[src/rtl/escalonador_bombas.sv]
// Pump scheduler: shares one motor feed between the lower-tank (m1) and upper-tank (m2)
// pumps with minimum run time, contention time-out, dead time and a latched alarm fault.
module escalonador_bombas #(
   parameter int MIN_ON = 8,
   parameter int MAX_ON = 64,
   parameter int DEAD_T = 4,
   parameter int CW     = 8
) (
   input  logic clk,
   input  logic rst_n,
   input  logic req1,
   input  logic req2,
   input  logic alarme1,
   input  logic alarme2,
   input  logic clr_falha,
   output logic m1,
   output logic m2,
   output logic falha,
   output logic vez
);

   typedef enum logic [2:0] {
      S_IDLE  = 3'd0,
      S_RUN1  = 3'd1,
      S_RUN2  = 3'd2,
      S_DEAD  = 3'd3,
      S_FAULT = 3'd4
   } state_t;

   localparam logic [CW-1:0] C_MIN_LAST  = CW'(MIN_ON - 1);
   localparam logic [CW-1:0] C_MAX_LAST  = CW'(MAX_ON - 1);
   localparam logic [CW-1:0] C_DEAD_LAST = CW'(DEAD_T - 1);
   localparam logic [CW-1:0] C_CNT_SAT   = {CW{1'b1}};

   state_t        r_state;
   state_t        w_next;
   logic [CW-1:0] r_cnt;
   logic          r_vez;

   logic w_alarm;
   logic w_rel;
   logic w_timeout;
   logic w_dead_done;
   logic w_enter_run1;
   logic w_enter_run2;

   assign w_alarm     = alarme1 | alarme2;
   assign w_rel       = (r_cnt >= C_MIN_LAST);
   assign w_timeout   = (r_cnt >= C_MAX_LAST);
   assign w_dead_done = (r_cnt == C_DEAD_LAST);

   // Next-state decode; an alarm overrides everything, including a pending clear.
   always_comb begin
      w_next = r_state;
      if (w_alarm) begin
         w_next = S_FAULT;
      end else begin
         case (r_state)
            S_IDLE: begin
               if (req1 && (!req2 || !r_vez)) begin
                  w_next = S_RUN1;
               end else if (req2) begin
                  w_next = S_RUN2;
               end
            end
            S_RUN1: begin
               if (w_rel && (!req1 || (req2 && w_timeout))) begin
                  w_next = S_DEAD;
               end
            end
            S_RUN2: begin
               if (w_rel && (!req2 || (req1 && w_timeout))) begin
                  w_next = S_DEAD;
               end
            end
            S_DEAD: begin
               if (w_dead_done) begin
                  w_next = S_IDLE;
               end
            end
            S_FAULT: begin
               if (clr_falha) begin
                  w_next = S_IDLE;
               end
            end
            default: begin
               w_next = S_IDLE;
            end
         endcase
      end
   end

   assign w_enter_run1 = (w_next == S_RUN1) && (r_state != S_RUN1);
   assign w_enter_run2 = (w_next == S_RUN2) && (r_state != S_RUN2);

   always_ff @(posedge clk or negedge rst_n) begin
      if (!rst_n) begin
         r_state <= S_IDLE;
         r_cnt   <= '0;
         r_vez   <= 1'b0;
      end else begin
         r_state <= w_next;
         // Counter restarts on every state change and saturates instead of wrapping.
         if (w_next != r_state) begin
            r_cnt <= '0;
         end else if (r_cnt != C_CNT_SAT) begin
            r_cnt <= r_cnt + 1'b1;
         end
         if (w_enter_run1) begin
            r_vez <= 1'b1;
         end else if (w_enter_run2) begin
            r_vez <= 1'b0;
         end
      end
   end

   assign m1    = (r_state == S_RUN1);
   assign m2    = (r_state == S_RUN2);
   assign falha = (r_state == S_FAULT);
   assign vez   = r_vez;

endmodule

[config.mk]
export PLATFORM = sky130hd
export DESIGN_NAME = escalonador_bombas
export DESIGN_NICKNAME = d
export VERILOG_FILES = /design/src/rtl/escalonador_bombas.sv
export SDC_FILE = /design/constraint.sdc
export NUM_CORES = 1
export LEC_CHECK = 0
export ABC_AREA = 1
export BUFFER_PORTS_ARGS = -buffer_cell sky130_fd_sc_hd__buf_2
export CAP_MARGIN = 20
export CORE_AREA = 5 5 46 48
export CTS_CLUSTER_SIZE = 25
export DETAILED_ROUTE_END_ITERATION = 10
export DIE_AREA = 0 0 51 53
export GPL_ROUTABILITY_DRIVEN = 0
export PLACE_DENSITY = 0.71
export SYNTH_ARGS = -nofsm -noshare
export SYNTH_HDL_FRONTEND = slang
export SYNTH_SLANG_ARGS = --single-unit
[constraint.sdc]
create_clock -name clk -period 1.72 [get_ports clk]
set_input_delay 0.086 -clock clk [delete_from_list [all_inputs] [get_ports clk]]
set_output_delay 0.086 -clock clk [all_outputs]
set_load 0.01 [all_outputs]
## After elaboration in Yosys (flattened, before gate mapping)

Cells that the tools add are included.

- Register bits after elaboration: 12
- Input bits: 7
- Output and inout port bits: 4
- Logic and storage cells: 46

- Add/sub/neg operators: 1
- Order comparisons: 2
- Equal/unequal tests: 11
- Mux-type cells: 12
- Bitwise operators: 1
- Reduce and logical (&&, ||, !) cells: 16

Operators by type and width:

| operator | number |
|---|---|
| $mux W3 | 7 |
| $mux W8 | 2 |
| $pmux W3 S5 | 1 |
| $eq A3 B2 Y1 const B | 3 |
| $add A8 B1 Y8 const B | 1 |
| $eq A8 B2 Y1 const B | 1 |
| $ge A8 B3 Y1 const B | 1 |
| $ge A8 B6 Y1 const B | 1 |
| $ne A8 B8 Y1 const B | 1 |
| $logic_and A1 B1 Y1 | 7 |
| $eq A3 B1 Y1 const B | 2 |
| $reduce_bool A2 Y1 | 2 |
| $eq A3 B3 Y1 const B | 1 |
| $logic_not A1 Y1 | 3 |
| $logic_not A3 Y1 | 1 |
| $logic_or A1 B1 Y1 | 3 |
| $ne A3 B1 Y1 const B | 1 |
| $ne A3 B2 Y1 const B | 1 |
| $ne A3 B3 Y1 | 1 |
| $mux W1 | 2 |
| $or A1 B1 Y1 | 1 |

## Logic depth before layout (Yosys ltp)

Gate-level depths: netlist (run 1).

- Depth after elaboration: 11
- Gate-level depth with buffers: 12

## Worst setup path before layout (run 1)

OpenSTA, ideal clock, no wires.

- Kind: register to register
- Start point: register r_cnt[0]
- End point: register r_cnt[0]
- Arrival time: 1.501 ns
- Path slack: 0.147 ns
- Cell stages (with the launch flop): 12
- Cell sequence: dfrtp_1 ha_1 a21o_2 nor2_1 nor2_1 nand2_1 nand2_1 nand2_1 nand2_1 nand2_1 nand3_4 nor2_1

- Cells in the longest elaborated chain, start to end: 9

RTL lines:

| what | line | source |
|---|---|---|
| start: declaration | 37 | `logic [CW-1:0] r_cnt;` |
| start signal: assignment | 107 | `r_cnt <= r_cnt + 1'b1;` |
| $ge A8 B6 Y1 | 49 | `assign w_timeout = (r_cnt >= C_MAX_LAST);` |
| $logic_and A1 B1 Y1 (on tied branches) | 72, 67 |  |
| $logic_or A1 B1 Y1 (on tied branches) | 72, 67 |  |
| $logic_and A1 B1 Y1 (on tied branches) | 72, 67 |  |
| $mux W3 (on tied branches) | 72, 67 |  |
| $pmux W3 S5 | 58 | `case (r_state)` |
| $mux W3 | 55 | `if (w_alarm) begin` |
| $ne A3 B3 Y1 | 104 | `if (w_next != r_state) begin` |
| $mux W8 or $reduce_bool A2 Y1 (tied branches) | -- |  |

Several ways; a longest one is shown, not always the timed one. The select of a mux whose other input is x is not followed.
A chain may end at the register's enable or synchronous reset.

## Worst setup path after layout (run 1)

- Start point: register r_cnt[0]
- End point: register r_cnt[0]

- Cells in the longest elaborated chain, start to end: 9

RTL lines:

| what | line | source |
|---|---|---|
| $ge A8 B6 Y1 | 49 |  |
| $logic_and A1 B1 Y1 (on tied branches) | 72, 67 |  |
| $logic_or A1 B1 Y1 (on tied branches) | 72, 67 |  |
| $logic_and A1 B1 Y1 (on tied branches) | 72, 67 |  |
| $mux W3 (on tied branches) | 72, 67 |  |
| $pmux W3 S5 * | 58 |  |
| $mux W3 * | 55 |  |
| via w_next[1] | 36 | `state_t w_next;` |
| $ne A3 B3 Y1 * | 104 |  |
| $mux W8 or $reduce_bool A2 Y1 (tied branches) | -- |  |

Mark *: on every way through the listed nets, which the timed path passes. The rest lies on a longest branch. The select of a mux whose other input is x is not followed.

==> results.yml, run 1 <==
place:
  placedCellCount: 139
  io_buffer_count: 10
  placed_cell_area_um2: 861
  detailed_place_hpwl_um: 1310
  place_ws_ns: -0.0515
final_layout:
  final_area_um2: 985
  area.growth.synth_to_final_pct: 25.9
  drive_gt1_share_pct: 29.8
  antenna_cells: 0
  final_core_util_pct: 59.0
  final_nets: 141
  stdcell_count: 148
grt:
  antenna_found_initial: 0
  grt_overflow_total: 0
  grt_pass1_wl_um: 2930
  grt_pass1_vias: 700
  grt_max_degree: 13
  grt_usage_pct: 14.6
routing:
  routed.top_layer: "met4"
  vias_per_cell: 4.91
  met1_length_um: 836
  wl_met2_um: 826
  drtIter0Drc: 9
  routed-wl-met3_um: 42
  drcViolationCount: 0
  first_pass_iters: 4
  ant_nets: 0
  wl_per_cell_um: 11.8
  vias: 726
  wirelength_um: 1750
sta:
  setup_viol: 0
  period_share_pct: 96.3
  post-route-min-period_ns: 1.66
  worst_pin_slew_ns: 0.295
  finClkSkew_ns: 0.000992
  slew-limit-headroom_pct: 80.3
  report.final.slew_viol_count: 0
  fmax_ghz: 0.604
  hold_violations: 0
  rsz0062_at_grt: "true"
  worst_slack_ns: 0.0635
worst_hold_path:
  holdPathEnd: "r_state[2]"
  holdCritPathClass: "primary input to register"
  worstHoldStart: "clr_falha"
  whs_path_depth: 2
worst_setup_path:
  regToRegStartpoint: "r_cnt[0]"
  crit_arrival_ns: 1.86
  cp_slowest_stage_delay_ns: 0.42
  endpoint_kind: "register"
  cp_slowest_cell: "dfrtp_1"
  startpoint_type: "register"
  critPathMaxFanout: 8
  rr_worst_depth: 11
  crit_required_ns: 1.92
  worst-setup-path-type: "register to register"
  reg2reg_to: "r_cnt[0]"
  regToRegSetupSlack_ns: 0.06
  cp_cell_sequence: "ha_4, a21o_2, nor2_4, nor2_1, nand2_1, nand2_1, nand2_2, inv_2, nand2_2, nand3_4, nor2_2"
clocking:
  clk_latency_ns: 0.27
  htreeDepth: 1
  cts_sinks: 12
  cts_tree: "yes"
  root_buffer: "clkbuf_4"
  numCtsBuffers: 3
  cts_max_path_buffers: 2
  clkTransAtPathRegs_ns: 0.06
yosys:
  synth.distinct_cells: 22
  synthCells: 111
  synth_compound_area_share_pct: 7.20
  syn_nets: 119
  ys_ff_latch: 12
  seq_area_frac_synth_pct: 38.4
  synthAdderAreaFrac_pct: 1.60
  avgSynthCellArea_um2: 7.05
  syn_area_um2: 782
  synth_top_family_by_area: "simple AND/OR/NAND/NOR gates"
  ys_warn_count: 0
  yosys-mux-area-fraction_pct: 0
  synthXorXnorAreaFrac_pct: 5.60
  synthSimpleGateAreaFrac_pct: 40.0
power_and_ir_drop:
  ir_drop_mv: 0.597
  p_leak_uw: 0.000507
  power.density_nw_per_um2: 829
  finalPower_uw: 816
die:
  dieArea_um2: 2700
  start_util_pct: 46.8
  io_pins: 11
  die_height_um: 53
  fp-row-count: 15
  fp.dieW_um: 51
  core_area_um2: 1670
outcome:
  outcome: "finished clean"
flow_run:
  drv_cap: 0
## per-stage QoR
step / hold slack, ns / setup TNS, ns
3_5_place_dp: -0.0259 / -0.252
6_report: 0.0540 / 0
4_1_cts: 0.115 / 0
5_1_grt: 0.0389 / -0.598
3_3_place_gp: -0.0288 / 0
2_1_floorplan: -0.210 / 0
## worst max-delay path: cells and delay by family (launching register included)
kind,cells,cell delay (ns)
AND/OR/NAND/NOR,8,0.70
flip-flops,1,0.42
AO/OA/AOI/OAI,1,0.23
adder cells (fa/ha/maj),1,0.19
buffers and inverters,1,0.06
## metal layers
layer  vias up  global-route usage, %
met4         0                   10.8
met1       319                   17.9
met2        14                   23.6
met3         5                   1.69
met5         -                      0
li1        388                      -
## synth_stat cells
library cell	number	area, um^2
nand2_1	29	109
nor2_1	21	78.8
inv_1	14	52.6
dfrtp_1	12	300
nand3_1	11	55.1
o21ai_0	3	15.0
xnor2_1	3	26.3
a21oi_1	2	10.0
nand2_2	2	12.5
xor2_1	2	17.5
a21o_2	1	8.76
a21oi_2	1	8.76
ha_1	1	12.5
inv_2	1	3.75
nand3_2	1	10.0
nand3_4	1	17.5
nor2_2	1	6.26
nor2_4	1	11.3
nor3_1	1	5.00
nor3b_1	1	7.51
o21ai_1	1	5.00
o21ai_2	1	8.76
## power by group
group	switching [uW]	total, uW	internal, uW
Clock	82.7	164	81.0
Combinational	137	270	133
Sequential	59.7	383	323
Total	279	816	537
## cell families (layout without fill, tap and decap cells)
logic type,count (synthesis),count (layout)
buffers and inverters,15,35
AOI/OAI and AO/OA,9,9
adders and majority gates,1,1
and+or+nand+nor,69,69
xor gates and xnor gates,5,5
DFF,12,12
## repair_timing
item | 4_1_cts | 5_1_grt
endpoints found under the hold margin | 12 | 0
buffers inserted | 0 | 5
pin swaps | 0 | 5
endpoints found under the setup margin | 8 | 9
resized for setup | 3 | 12
hold buffers | 1 | 0
## worst max-delay path by stage
stage                        start       end  slack (ns)  cells after the start
final                     r_cnt[0]  r_cnt[0]        0.06                     11
after global routing      r_cnt[3]  r_cnt[1]       -0.09                     11
after CTS                 r_cnt[1]  r_cnt[2]       0.004                     10
after detailed placement  r_cnt[0]  r_cnt[0]       -0.05                     11
after global placement    r_cnt[0]  r_cnt[0]        0.03                     11
after floorplan           r_cnt[0]  r_cnt[0]        0.15                     11
## flip-flops by register name (all words and copies together) (netlist names)
register / count
r_cnt: 8
r_state: 3
vez: 1
## cell usage in the layout, fill, tap and decap left out, drive strengths merged, types with 3 or more instances in the layout
cell type and instances:
nand2 31, nor2 23, buf 16, inv 15, nand3 13, dfrtp 12
o21ai 5, xnor2 3, clkbuf 3, a21oi 3
## final cells by class
class | count | area, um^2
clock buffer | 3 | 22.5
fill | 155 | 686
inverter | 15 | 56.3
multi-input combinational | 84 | 479
sequential | 12 | 300
tap | 17 | 21.3
timing repair buffer | 17 | 105
No activity file was read; power rests on OpenSTA's default activity.
==> run 2: changes to the inputs <==
- BUFFER_PORTS_ARGS: -buffer_cell sky130_fd_sc_hd__buf_2 -> not set
- DONT_BUFFER_PORTS: not set -> 1
- PLACE_DENSITY: 0.71 -> 0.66
==> results.yml, run 2 (synthesis results as in run 1) <==
sta:
  timing.hold.ws_ns: 0.0452
  fmax_ghz: 0.588
  rsz0062_at_grt: "true"
  fin_setup_tns_ns: 0
  setup_viol: 0
  post-route-min-period_ns: 1.70
  slew-limit-headroom_pct: 62.9
  hold_violations: 0
  worst_pin_slew_ns: 0.554
  finClkSkew_ns: 0.0181
  period_share_pct: 98.9
  worst_slack_ns: 0.0196
  report.final.slew_viol_count: 0
power_and_ir_drop:
  finalPower_uw: 827
  p_leak_uw: 0.000473
  ir_drop_mv: 0.581
  power.density_nw_per_um2: 867
grt:
  antenna_found_initial: 0
  grt_pass1_vias: 646
  grt_overflow_total: 0
  grt_max_degree: 13
  grt_pass1_wl_um: 2690
  grt_usage_pct: 13.4
routing:
  vias: 736
  ant_nets: 0
  wirelength_um: 1750
  vias_per_cell: 5.26
  drtIter0Drc: 10
  first_pass_iters: 4
  drcViolationCount: 0
  wl_per_cell_um: 12.5
worst_setup_path:
  worst-setup-path-type: "register to register"
  path_common_cell: "nand2_1"
  crit_arrival_ns: 1.85
  regToRegSetupSlack_ns: 0.02
  cp_slowest_cell: "dfrtp_1"
  critPathMaxFanout: 8
  startpoint_type: "register"
  crit_required_ns: 1.87
  cp_slowest_stage_delay_ns: 0.43
  endpoint_kind: "register"
  cp_cell_sequence: "inv_1, nor3_1, o21ai_2, inv_1, nor2_1, nand2_1, nand2_1, nand2_1, nand2_2, nand3_4, nor2_1"
place:
  place_ws_ns: 0.0327
  io_buffer_count: 0
  detailed_place_hpwl_um: 1170
  placed_cell_area_um2: 826
clocking:
  htreeDepth: 1
  clk_latency_ns: 0.28
  clkTransAtPathRegs_ns: 0.08
  cts_tree: "yes"
  cts_sinks: 12
  root_buffer: "clkbuf_4"
  cts_max_path_buffers: 2
  numCtsBuffers: 3
flow_run:
  drv_cap: 0
final_layout:
  top_register: "r_cnt"
  area.growth.synth_to_final_pct: 22.1
  layout_common_cells: "nand2_1, nor2_1, inv_1"
  largest_reg_flops: 8
  final_nets: 133
  antenna_cells: 0
  layout_commonest_cell: "nand2_1"
  final_area_um2: 955
  drive_gt1_share_pct: 23.6
  fillers: 159
die:
  fp-row-count: 15
  die_height_um: 53
  dieArea_um2: 2700
  io_pins: 11
  start_util_pct: 46.8
  core_area_um2: 1670
  fp.dieW_um: 51
worst_hold_path:
  holdCritPathClass: "primary input to register"
outcome:
  outcome: "finished clean"
run 2: final timing paths:
kind                       startpoint    endpoint  cells past startpoint
min in group asynchronous       rst_n  r_state[1]                      1
setup reg to reg           r_state[1]    r_cnt[7]                     11
max in group asynchronous       rst_n    r_cnt[3]                      1
setup / recovery           r_state[1]    r_cnt[7]                     11
hold / removal                alarme1  r_state[2]                      2
hold reg to reg                   vez         vez                      2
run 2: per-layer routing:
layer / track usage (%) / vias up / wire length, um
met5: 0 / - / 0
met4: 3.59 / 0 / 27
met3: 5.63 / 7 / 75
met2: 22.1 / 16 / 875
met1: 15.9 / 344 / 767
li1: - / 369 / -
run 2: where the power goes:
part,total [uW],switching [uW],internal (uW)
Combinational,268,123,144
Clock,174,92.7,81.0
Sequential,386,61.3,324
run 2: worst max-delay path, delay by kind of cell (launching register included):
kind | cells | cell delay (ns)
flip-flops | 1 | 0.43
AO/OA/AOI/OAI | 1 | 0.12
AND/OR/NAND/NOR | 8 | 0.84
buffers and inverters | 2 | 0.19
run 2: timing repair:
| item | 4_1_cts | 5_1_grt |
|---|---|---|
| gates resized for setup | 0 | 15 |
| endpoints found under the hold margin | 13 | 0 |
| setup endpoints to repair | 0 | 9 |
| setup buffers | 0 | 4 |
| hold buffers | 2 | 0 |
run 2: layout make-up:
| cell class | count | area [um^2] | area share [%] |
|---|---|---|---|
| clock buffers | 3 | 22.5 | 2.36 |
| multi-input cells | 84 | 480 | 50.3 |
| flip-flops and latches | 12 | 302 | 31.6 |
| repair buffers | 9 | 72.6 | 7.60 |
| inverters | 15 | 56.3 | 5.90 |
| well taps | 17 | 21.3 | 2.23 |
run 2: stage by stage:
| stage | instances | util (%) |
|---|---|---|
| after global routing | 140 | 57.2 |
| after global placement | 131 | 49.4 |
| after floorplan | 111 | - |
| after CTS | 136 | 52.0 |
| after detailed placement | 131 | 49.4 |
| final | 140 | 57.2 |
==> run 3: changes to the inputs <==
- PLACE_DENSITY: 0.66 -> not set
==> results.yml, run 3 (synthesis results as in run 1) <==
grt:
  grt_max_degree: 13
  grt_overflow_total: 0
  grt_pass1_wl_um: 2760
  antenna_found_initial: 0
  grt_pass1_vias: 637
  grt_usage_pct: 13.8
routing:
  wl_per_cell_um: 12.0
  vias_per_cell: 5.06
  ant_nets: 0
  first_pass_iters: 4
  wirelength_um: 1720
  drcViolationCount: 0
  vias: 724
  drtIter0Drc: 18
sta:
  hold_violations: 0
  worst_pin_slew_ns: 0.551
  report.final.slew_viol_count: 0
  period_share_pct: 97.1
  post-route-min-period_ns: 1.67
  setup_viol: 0
  fmax_ghz: 0.599
  fin_setup_tns_ns: 0
  finClkSkew_ns: 0.0110
  rsz0062_at_grt: "true"
  slew-limit-headroom_pct: 63.1
worst_setup_path:
  rr_worst_depth: 11
  endpoint_kind: "register"
  critPathMaxFanout: 8
  regToRegSetupSlack_ns: 0.05
  crit_arrival_ns: 1.87
  reg2reg_to: "r_cnt[3]"
  worst-setup-path-type: "register to register"
  startpoint_type: "register"
  crit_required_ns: 1.92
  regToRegStartpoint: "r_cnt[1]"
worst_hold_path:
  holdPathEnd: "r_state[2]"
  holdCritPathClass: "primary input to register"
  whs_path_depth: 2
  worstHoldStart: "alarme1"
final_layout:
  final_area_um2: 973
  fillers: 158
  seq_area_um2: 302
  multi_input_area_um2: 477
  area.growth.synth_to_final_pct: 24.5
  top_register: "r_cnt"
  stdcell_count: 143
  layout_common_cells: "nand2_1, nor2_1, inv_1"
  layout_commonest_cell: "nand2_1"
  final_nets: 136
  drive_gt1_share_pct: 27.8
  largest_reg_flops: 8
  antenna_cells: 0
clocking:
  htreeDepth: 1
  clkTransAtPathRegs_ns: 0.08
  cts_sinks: 12
  cts_tree: "yes"
  cts_max_path_buffers: 2
  root_buffer: "clkbuf_4"
  clk_latency_ns: 0.27
  numCtsBuffers: 3
die:
  core_area_um2: 1670
  io_pins: 11
  fp-row-count: 15
  die_height_um: 53
  start_util_pct: 46.8
  dieArea_um2: 2700
  fp.dieW_um: 51
place:
  detailed_place_hpwl_um: 1250
  io_buffer_count: 0
  placedCellCount: 132
  placed_cell_area_um2: 833
power_and_ir_drop:
  power.density_nw_per_um2: 844
  p_leak_uw: 0.000487
  ir_drop_mv: 0.529
flow_run:
  drv_cap: 0
outcome:
  outcome: "finished clean"
[run 3: changes by cell type in the layout (fill, tap and decap cells not counted)]
cell | previous run | this run
nor2_1 | 18 | 16
nand2_1 | 27 | 26
nand2_2 | 4 | 5
nor2_2 | 3 | 6
buf_4 | 7 | 10
a21o_2 | 0 | 1
nor2_4 | 2 | 1
a21o_4 | 1 | 0
[run 3: final cells by class]
type | instances | share of cell area (%)
multi-input cells | 84 | 49.0
flip-flops and latches | 12 | 31.0
repair buffers | 12 | 9.77
inverters | 15 | 5.78
clock buffers | 3 | 2.31
well taps | 17 | 2.19
[run 3: timing repair]
item                                    in CTS  in global routing
endpoints found under the setup margin       1                  9
gates resized for setup                      1                 15
hold buffers                                 2                  0
hold endpoints to repair                    13                  0
buffers inserted                             0                  6
pin swaps                                    0                  4
gates cloned                                 0                  0
[run 3: per-stage QoR]
step | power (uW) | hold slack (ns) | utilization (%) | worst slack (ns)
after floorplan | 510 | -0.210 | - | 0.147
after global placement | 566 | -0.209 | 49.9 | 0.0489
after detailed placement | 568 | -0.209 | 49.9 | 0.0220
after CTS | 759 | 0.0660 | 52.6 | 0.0357
after global routing | 890 | 0.0922 | 58.3 | -0.0617
final | 822 | 0.0846 | 58.3 | 0.0500
[run 3: worst max path at each step]
stage | startpoint | end | slack [ns] | depth (start not counted)
6_report | r_cnt[1] | r_cnt[3] | 0.05 | 11
5_1_grt | r_cnt[1] | r_cnt[3] | -0.06 | 11
2_1_floorplan | r_cnt[0] | r_cnt[0] | 0.15 | 11
3_3_place_gp | r_cnt[1] | r_cnt[7] | 0.05 | 11
4_1_cts | r_cnt[1] | r_cnt[2] | 0.04 | 11
3_5_place_dp | r_cnt[0] | r_cnt[1] | 0.02 | 11
[run 3: critical path, cell delays in order, from the launching register on]
cell     delay (ns)
dfrtp_1        0.42
ha_4           0.19
a21o_2         0.19
nor2_2         0.12
nor2_1         0.05
nand2_1        0.06
nand2_1        0.06
nand2_2        0.10
inv_2          0.06
nand2_2        0.07
nand3_4        0.14
nor2_2         0.13
[run 3: per-layer routing]
layer,vias up,GRT usage (%),share of wire (%)
li1,380,-,-
met1,335,18.4,49
met2,7,21.0,47
met3,2,3.66,3.3
met4,0,5.38,0.70
met5,-,0,0
[run 3: power breakdown]
part | internal, uW | switching, uW
clock network | 81.0 | 93.3
registers | 324 | 62.6
logic | 137 | 123
total | 542 | 279
